--- src/rtl/mmu_skew_feeder.sv ---
// mmu_skew_feeder: buffers one tile of K operand beats and replays them diagonally skewed into a
// 4x4 systolic MMU, sequencing accumulator clear, enable, drain and a done pulse.
//   clk, reset            clock; synchronous active-high reset
//   in_valid/in_ready     beat handshake (ready only while idle in LOAD)
//   in_data, in_wt        N lanes of BIT_WIDTH activations / weights, lane i at [i*BIT_WIDTH +: BIT_WIDTH]
//   in_last               final beat of the tile
//   data_arr, wt_arr      skewed operands to the MMU (lane i delayed i cycles)
//   mmu_ctl, mmu_clr      MMU enable and accumulator clear
//   busy, done            not-idle flag; one-cycle tile-finished pulse
//   k_len                 beats in the current tile
module mmu_skew_feeder #(
    parameter int N            = 4,
    parameter int BIT_WIDTH    = 8,
    parameter int MAX_K        = 16,
    parameter int DRAIN_CYCLES = 8
) (
    input  logic                     clk,
    input  logic                     reset,
    input  logic                     in_valid,
    output logic                     in_ready,
    input  logic [N*BIT_WIDTH-1:0]   in_data,
    input  logic [N*BIT_WIDTH-1:0]   in_wt,
    input  logic                     in_last,
    output logic [N*BIT_WIDTH-1:0]   data_arr,
    output logic [N*BIT_WIDTH-1:0]   wt_arr,
    output logic                     mmu_ctl,
    output logic                     mmu_clr,
    output logic                     busy,
    output logic                     done,
    output logic [$clog2(MAX_K):0]   k_len
);
    localparam int KW = $clog2(MAX_K);
    localparam int TW = $clog2(MAX_K + N + DRAIN_CYCLES);
    localparam int W  = N * BIT_WIDTH;

    typedef enum logic [2:0] {LOAD, CLEAR, STREAM, DRAIN, DONE} state_t;

    state_t          state_q, state_d;
    logic [KW-1:0]   k_cnt_q, k_cnt_d;
    logic [TW-1:0]   t_cnt_q, t_cnt_d;
    logic [KW:0]     k_len_q, k_len_d;
    logic [W-1:0]    data_buf_q [MAX_K];
    logic [W-1:0]    wt_buf_q   [MAX_K];
    logic [W-1:0]    data_arr_q, data_arr_d, wt_arr_q, wt_arr_d;
    logic            in_ready_q, in_ready_d, mmu_ctl_q, mmu_ctl_d, mmu_clr_q, mmu_clr_d;
    logic            busy_q, busy_d, done_q, done_d;
    logic            wr_en;

    assign wr_en = state_q == LOAD && in_valid && in_ready_q;

    always_comb begin
        state_d = state_q;
        k_cnt_d = k_cnt_q;
        t_cnt_d = t_cnt_q;
        k_len_d = k_len_q;
        case (state_q)
            LOAD: if (wr_en) begin
                k_cnt_d = k_cnt_q + 1'b1;
                // The MAX_K-th beat closes the tile even without in_last.
                if (in_last || k_cnt_q == KW'(MAX_K - 1)) begin
                    k_len_d = {1'b0, k_cnt_q} + 1'b1;
                    k_cnt_d = '0;
                    state_d = CLEAR;
                end
            end
            CLEAR: begin
                t_cnt_d = '0;
                state_d = STREAM;
            end
            STREAM: if (t_cnt_q == TW'(k_len_q) + TW'(N - 2)) begin
                t_cnt_d = '0;
                state_d = DRAIN;
            end else t_cnt_d = t_cnt_q + 1'b1;
            DRAIN: if (t_cnt_q == TW'(DRAIN_CYCLES - 1)) begin
                t_cnt_d = '0;
                state_d = DONE;
            end else t_cnt_d = t_cnt_q + 1'b1;
            DONE:    state_d = LOAD;
            default: state_d = LOAD;
        endcase
    end

    // Outputs are decoded from the next state so they land in the same cycle as the state flop.
    always_comb begin
        in_ready_d = state_d == LOAD;
        busy_d     = state_d != LOAD;
        mmu_clr_d  = state_d == CLEAR;
        mmu_ctl_d  = state_d == STREAM || state_d == DRAIN;
        done_d     = state_d == DONE;
        data_arr_d = '0;
        wt_arr_d   = '0;
        // t_cnt-i wraps to a value above any k_len when t_cnt<i, so one unsigned compare bounds both sides.
        for (int i = 0; i < N; i++)
            if (state_d == STREAM && t_cnt_d - TW'(i) < TW'(k_len_q)) begin
                data_arr_d[i*BIT_WIDTH +: BIT_WIDTH] = data_buf_q[KW'(t_cnt_d - TW'(i))][i*BIT_WIDTH +: BIT_WIDTH];
                wt_arr_d[i*BIT_WIDTH +: BIT_WIDTH]   = wt_buf_q[KW'(t_cnt_d - TW'(i))][i*BIT_WIDTH +: BIT_WIDTH];
            end
    end

    always_ff @(posedge clk) begin
        if (wr_en) begin
            data_buf_q[k_cnt_q] <= in_data;
            wt_buf_q[k_cnt_q]   <= in_wt;
        end
    end

    always_ff @(posedge clk) begin
        if (reset) begin
            state_q    <= LOAD;
            k_cnt_q    <= '0;
            t_cnt_q    <= '0;
            k_len_q    <= '0;
            in_ready_q <= 1'b1;
            busy_q     <= 1'b0;
            mmu_clr_q  <= 1'b0;
            mmu_ctl_q  <= 1'b0;
            done_q     <= 1'b0;
            data_arr_q <= '0;
            wt_arr_q   <= '0;
        end else begin
            state_q    <= state_d;
            k_cnt_q    <= k_cnt_d;
            t_cnt_q    <= t_cnt_d;
            k_len_q    <= k_len_d;
            in_ready_q <= in_ready_d;
            busy_q     <= busy_d;
            mmu_clr_q  <= mmu_clr_d;
            mmu_ctl_q  <= mmu_ctl_d;
            done_q     <= done_d;
            data_arr_q <= data_arr_d;
            wt_arr_q   <= wt_arr_d;
        end
    end

    assign in_ready = in_ready_q;
    assign busy     = busy_q;
    assign mmu_clr  = mmu_clr_q;
    assign mmu_ctl  = mmu_ctl_q;
    assign done     = done_q;
    assign data_arr = data_arr_q;
    assign wt_arr   = wt_arr_q;
    assign k_len    = k_len_q;
endmodule

--- config.mk ---
export PLATFORM = sky130hd
export DESIGN_NAME = mmu_skew_feeder
export DESIGN_NICKNAME = d
export VERILOG_FILES = /design/src/rtl/mmu_skew_feeder.sv
export SDC_FILE = /design/constraint.sdc
export NUM_CORES = 1
export LEC_CHECK = 0
export BUFFER_PORTS_ARGS = -buffer_cell sky130_fd_sc_hd__buf_2
export CORE_MARGIN = 2
export CORE_UTILIZATION = 39
export CTS_BUF_LIST = sky130_fd_sc_hd__clkbuf_2
export CTS_CLUSTER_SIZE = 14
export DETAILED_ROUTE_END_ITERATION = 16
export GPL_TIMING_DRIVEN = 0
export HOLD_SLACK_MARGIN = 0.02
export PLACE_DENSITY = 0.61
export SLEW_MARGIN = 20
export SYNTH_ARGS = -nofsm -noshare
export SYNTH_HDL_FRONTEND = slang
export SYNTH_SLANG_ARGS = --single-unit
--- constraint.sdc ---
create_clock -name clk -period 13.64 [get_ports clk]
set_input_delay 2.728 -clock clk [delete_from_list [all_inputs] [get_ports clk]]
set_output_delay 2.728 -clock clk [all_outputs]
set_load 0.02 [all_outputs]
==> impl_metrics.json <==
{
  "cts_resized": 0,
  "layout_commonest_cell": "edfxtp_1",
  "fin_setup_tns_ns": 0,
  "gp_congestion": 0.7915,
  "crit_fanout": 10,
  "post-route-cell-area_sq_mm": 0.04794,
  "finalSetupViolations": 0,
  "worst_pin_slew_ns": 1.063,
  "clkSinkCount": 1110,
  "syn_avg_cell_area_sq_um": 18.79,
  "arrival_ns": 8.50,
  "cp-end-kind": "flop",
  "hold_buffers": 0,
  "vias": 23550,
  "synth-seq-area-share_pct": 76.48,
  "grt_pass1_vias": 24320,
  "final_max_slew_viol_count": 0,
  "groute.usage.overall_pct": 19.35,
  "core_area_sq_mm": 0.1084,
  "cts_buffers": 301,
  "synthArstFlopShare_pct": 0,
  "vias_per_cell": 5.438,
  "synth-edff-count": 1024,
  "hp-class": "reg -> reg",
  "final_layout_size_suffix_gt1_share_pct": 31.49,
  "cts_buffer_depth": 4,
  "dp_cells": 3836,
  "cts_tree": "done",
  "dieArea_sq_mm": 0.1115,
  "io-pin-count": 142,
  "initialDrtViolationCount": 2300,
  "fin_cells": 4331,
  "drv_cap": 0,
  "most-common-layout-cells": "1024 x edfxtp_1, 423 x clkbuf_2, 250 x nand2_1, 170 x buf_2, 158 x mux4_2",
  "fmax_ghz": 0.1372,
  "rows": 121,
  "h-tree-depth": 5,
  "synth_area_sq_mm": 0.04246,
  "cts_setup_buffers": 0,
  "fin_crit_sh_pct": 53.43,
  "rsz0062_at_grt": "false",
  "grt_pass1_wl_mm": 156.5,
  "place.detailed.hpwl_mm": 66.00,
  "critPathLaunchType": "flop",
  "fillers": 9526,
  "die_w_um": 333.9,
  "clk_pin_slew_ns": 0.10,
  "finClkSkew_ns": 0.1690,
  "final_nets": 2820,
  "ys_warn_count": 0,
  "grt_antenna_before_repair": 19,
  "post-route-util_pct": 44.23,
  "report.power.total_w": 0.006406,
  "synthesis.nets": 2355,
  "slew_headroom_pct": 29.16,
  "critical_path_class": "reg -> reg",
  "drc_errors": 0,
  "power.leakage_nw": 16.58,
  "power_density_mw_per_mm2": 133.6,
  "ant_nets": 0,
  "peakVddDrop_mv": 0.06121,
  "cp_data_required_time_ns": 14.85,
  "syn_inst": 2260,
  "min_period_ns": 7.288,
  "dr.pass1.iters": 5,
  "yosys-top-cells-area": "edfxtp_1 72%, mux4_2 8.4%, dfxtp_1 4.1%",
  "place_area_sq_mm": 0.04548,
  "synth_area_leader_cell": "edfxtp_1",
  "grt_max_degree": 39,
  "overflow": 0,
  "wirelength_mm": 108.3,
  "die_h_um": 333.9,
  "port_buffers": 140,
  "synthToLayoutAreaGrowth_pct": 12.92,
  "clkLatencyLatePin_ns": 1.52,
  "cts_root_buf": "clkbuf_2",
  "initial_core_util_pct": 39.17,
  "synthDistinctLibCells": 61,
  "post-synth-top-area-fraction_pct": 72.43,
  "status": "finished clean",
  "ys.flop_type": "edfxtp_1",
  "hold_violations": 0,
  "ys_seq_elements": 1110,
  "wire_per_inst_um": 25.01
}
## power breakdown
group	switching, W	total [W]	internal, W
combinational	0.000292	0.000487	0.000195
sequential	0.00000906	0.00375	0.00374
clock	0.00131	0.00217	0.000862
total	0.00161	0.00641	0.00480
## registers in the layout (all words and copies together) (netlist names)
register / cells
wt_buf_q: 512
mmu_ctl: 1
state_q: 3
in_ready: 1
t_cnt_q: 5
data_arr: 32
mmu_clr: 1
k_cnt_q: 4
wt_arr: 32
data_buf_q: 512
busy: 1
k_len: 5
done: 1
## cells by family (layout without fill, tap and decap cells)
logic type,Yosys count,in the layout,share of synthesized area [%]
buffers and inverters,139,791,1.868
other,0,5,0
muxes,284,284,11.56
xor gates and xnor gates,16,16,0.3831
and+or+nand+nor,432,432,4.727
DFF,1110,1110,76.48
adders and majority gates,27,27,0.7957
AOI/OAI and AO/OA,252,252,4.188
## worst max-delay path, cell delays in order (launching register included)
cell	delay, ns
dfxtp_1	0.40
ha_1	0.27
and4bb_1	0.25
a211o_1	0.35
o21ai_2	0.14
and2_4	0.18
buf_2	0.27
buf_2	0.35
clkbuf_1	0.75
ha_1	0.44
inv_1	0.11
clkbuf_1	0.58
buf_1	0.76
ha_1	0.38
nand2_1	0.06
o21ai_0	0.06
a21o_1	0.18
a211o_1	0.45
clkbuf_1	0.40
a211oi_1	0.58
## routing by layer
metal  part of all wire, %  GRT usage, %
met4                   2.6         7.523
met3                   8.2         5.108
met5                 0.074             0
met1                    42         25.93
met2                    47         30.26
## Yosys cell counts, drive strengths merged, types with 2 or more instances
library cell and n:
a21oi 29, a221o 15, xor2 7, edfxtp 1024, and3 31, and2 20, clkinv 2, nor3 20
xnor2 8, nor2 24, mux2i 57, a221oi 2, a21o 5, nor3b 2, a32o 3, a211o 3
o21ai 8, inv 13, nand4 31, clkbuf 63, a21boi 2, buf 61, nand3 11, nand2 251
or3 2, mux2 69, mux4 158, a32oi 15, nor2b 33, a31oi 49, o22ai 34, a211oi 81
dfxtp 86, ha 27, nor4 4
## layout make-up
type | instances | area (sq um) | share of cell area, %
timing repair buffer | 162 | 1216 | 2.537
sequential | 1110 | 32470 | 67.73
clock buffer | 423 | 2117 | 4.416
multi-input combinational | 1011 | 9231 | 19.26
inverter | 15 | 58.81 | 0.1227
buffer | 124 | 734.5 | 1.532
clock inverter | 67 | 329.1 | 0.6864
antenna | 5 | 12.51 | 0.02610
tap | 1414 | 1769 | 3.690
## stage by stage
| stage | setup slack [ns] | hold WS [ns] |
|---|---|---|
| 6_report | 6.352 | 0.5033 |
| 5_1_grt | 6.139 | 0.5407 |
| 3_3_place_gp | 5.933 | 0.4733 |
| 4_1_cts | 6.316 | 0.4959 |
| 3_5_place_dp | 6.465 | 0.4842 |
| 2_1_floorplan | 8.121 | 0.4562 |
## path summary, 6_finish.rpt
kind / start / to / slack (ns) / depth (start not counted)
setup / recovery: t_cnt_q[0]$_SDFF_PP0_ / wt_arr[11]$_SDFF_PP0_ / 6.35 / 19
hold / removal: state_q[1]$_SDFF_PP0_ / state_q[2]$_SDFF_PP0_ / 0.50 / 2
setup reg to reg: t_cnt_q[0]$_SDFF_PP0_ / wt_arr[11]$_SDFF_PP0_ / 6.35 / 19
hold reg to reg: state_q[1]$_SDFF_PP0_ / state_q[2]$_SDFF_PP0_ / 0.50 / 2
(Power assumes the default switching activity.)
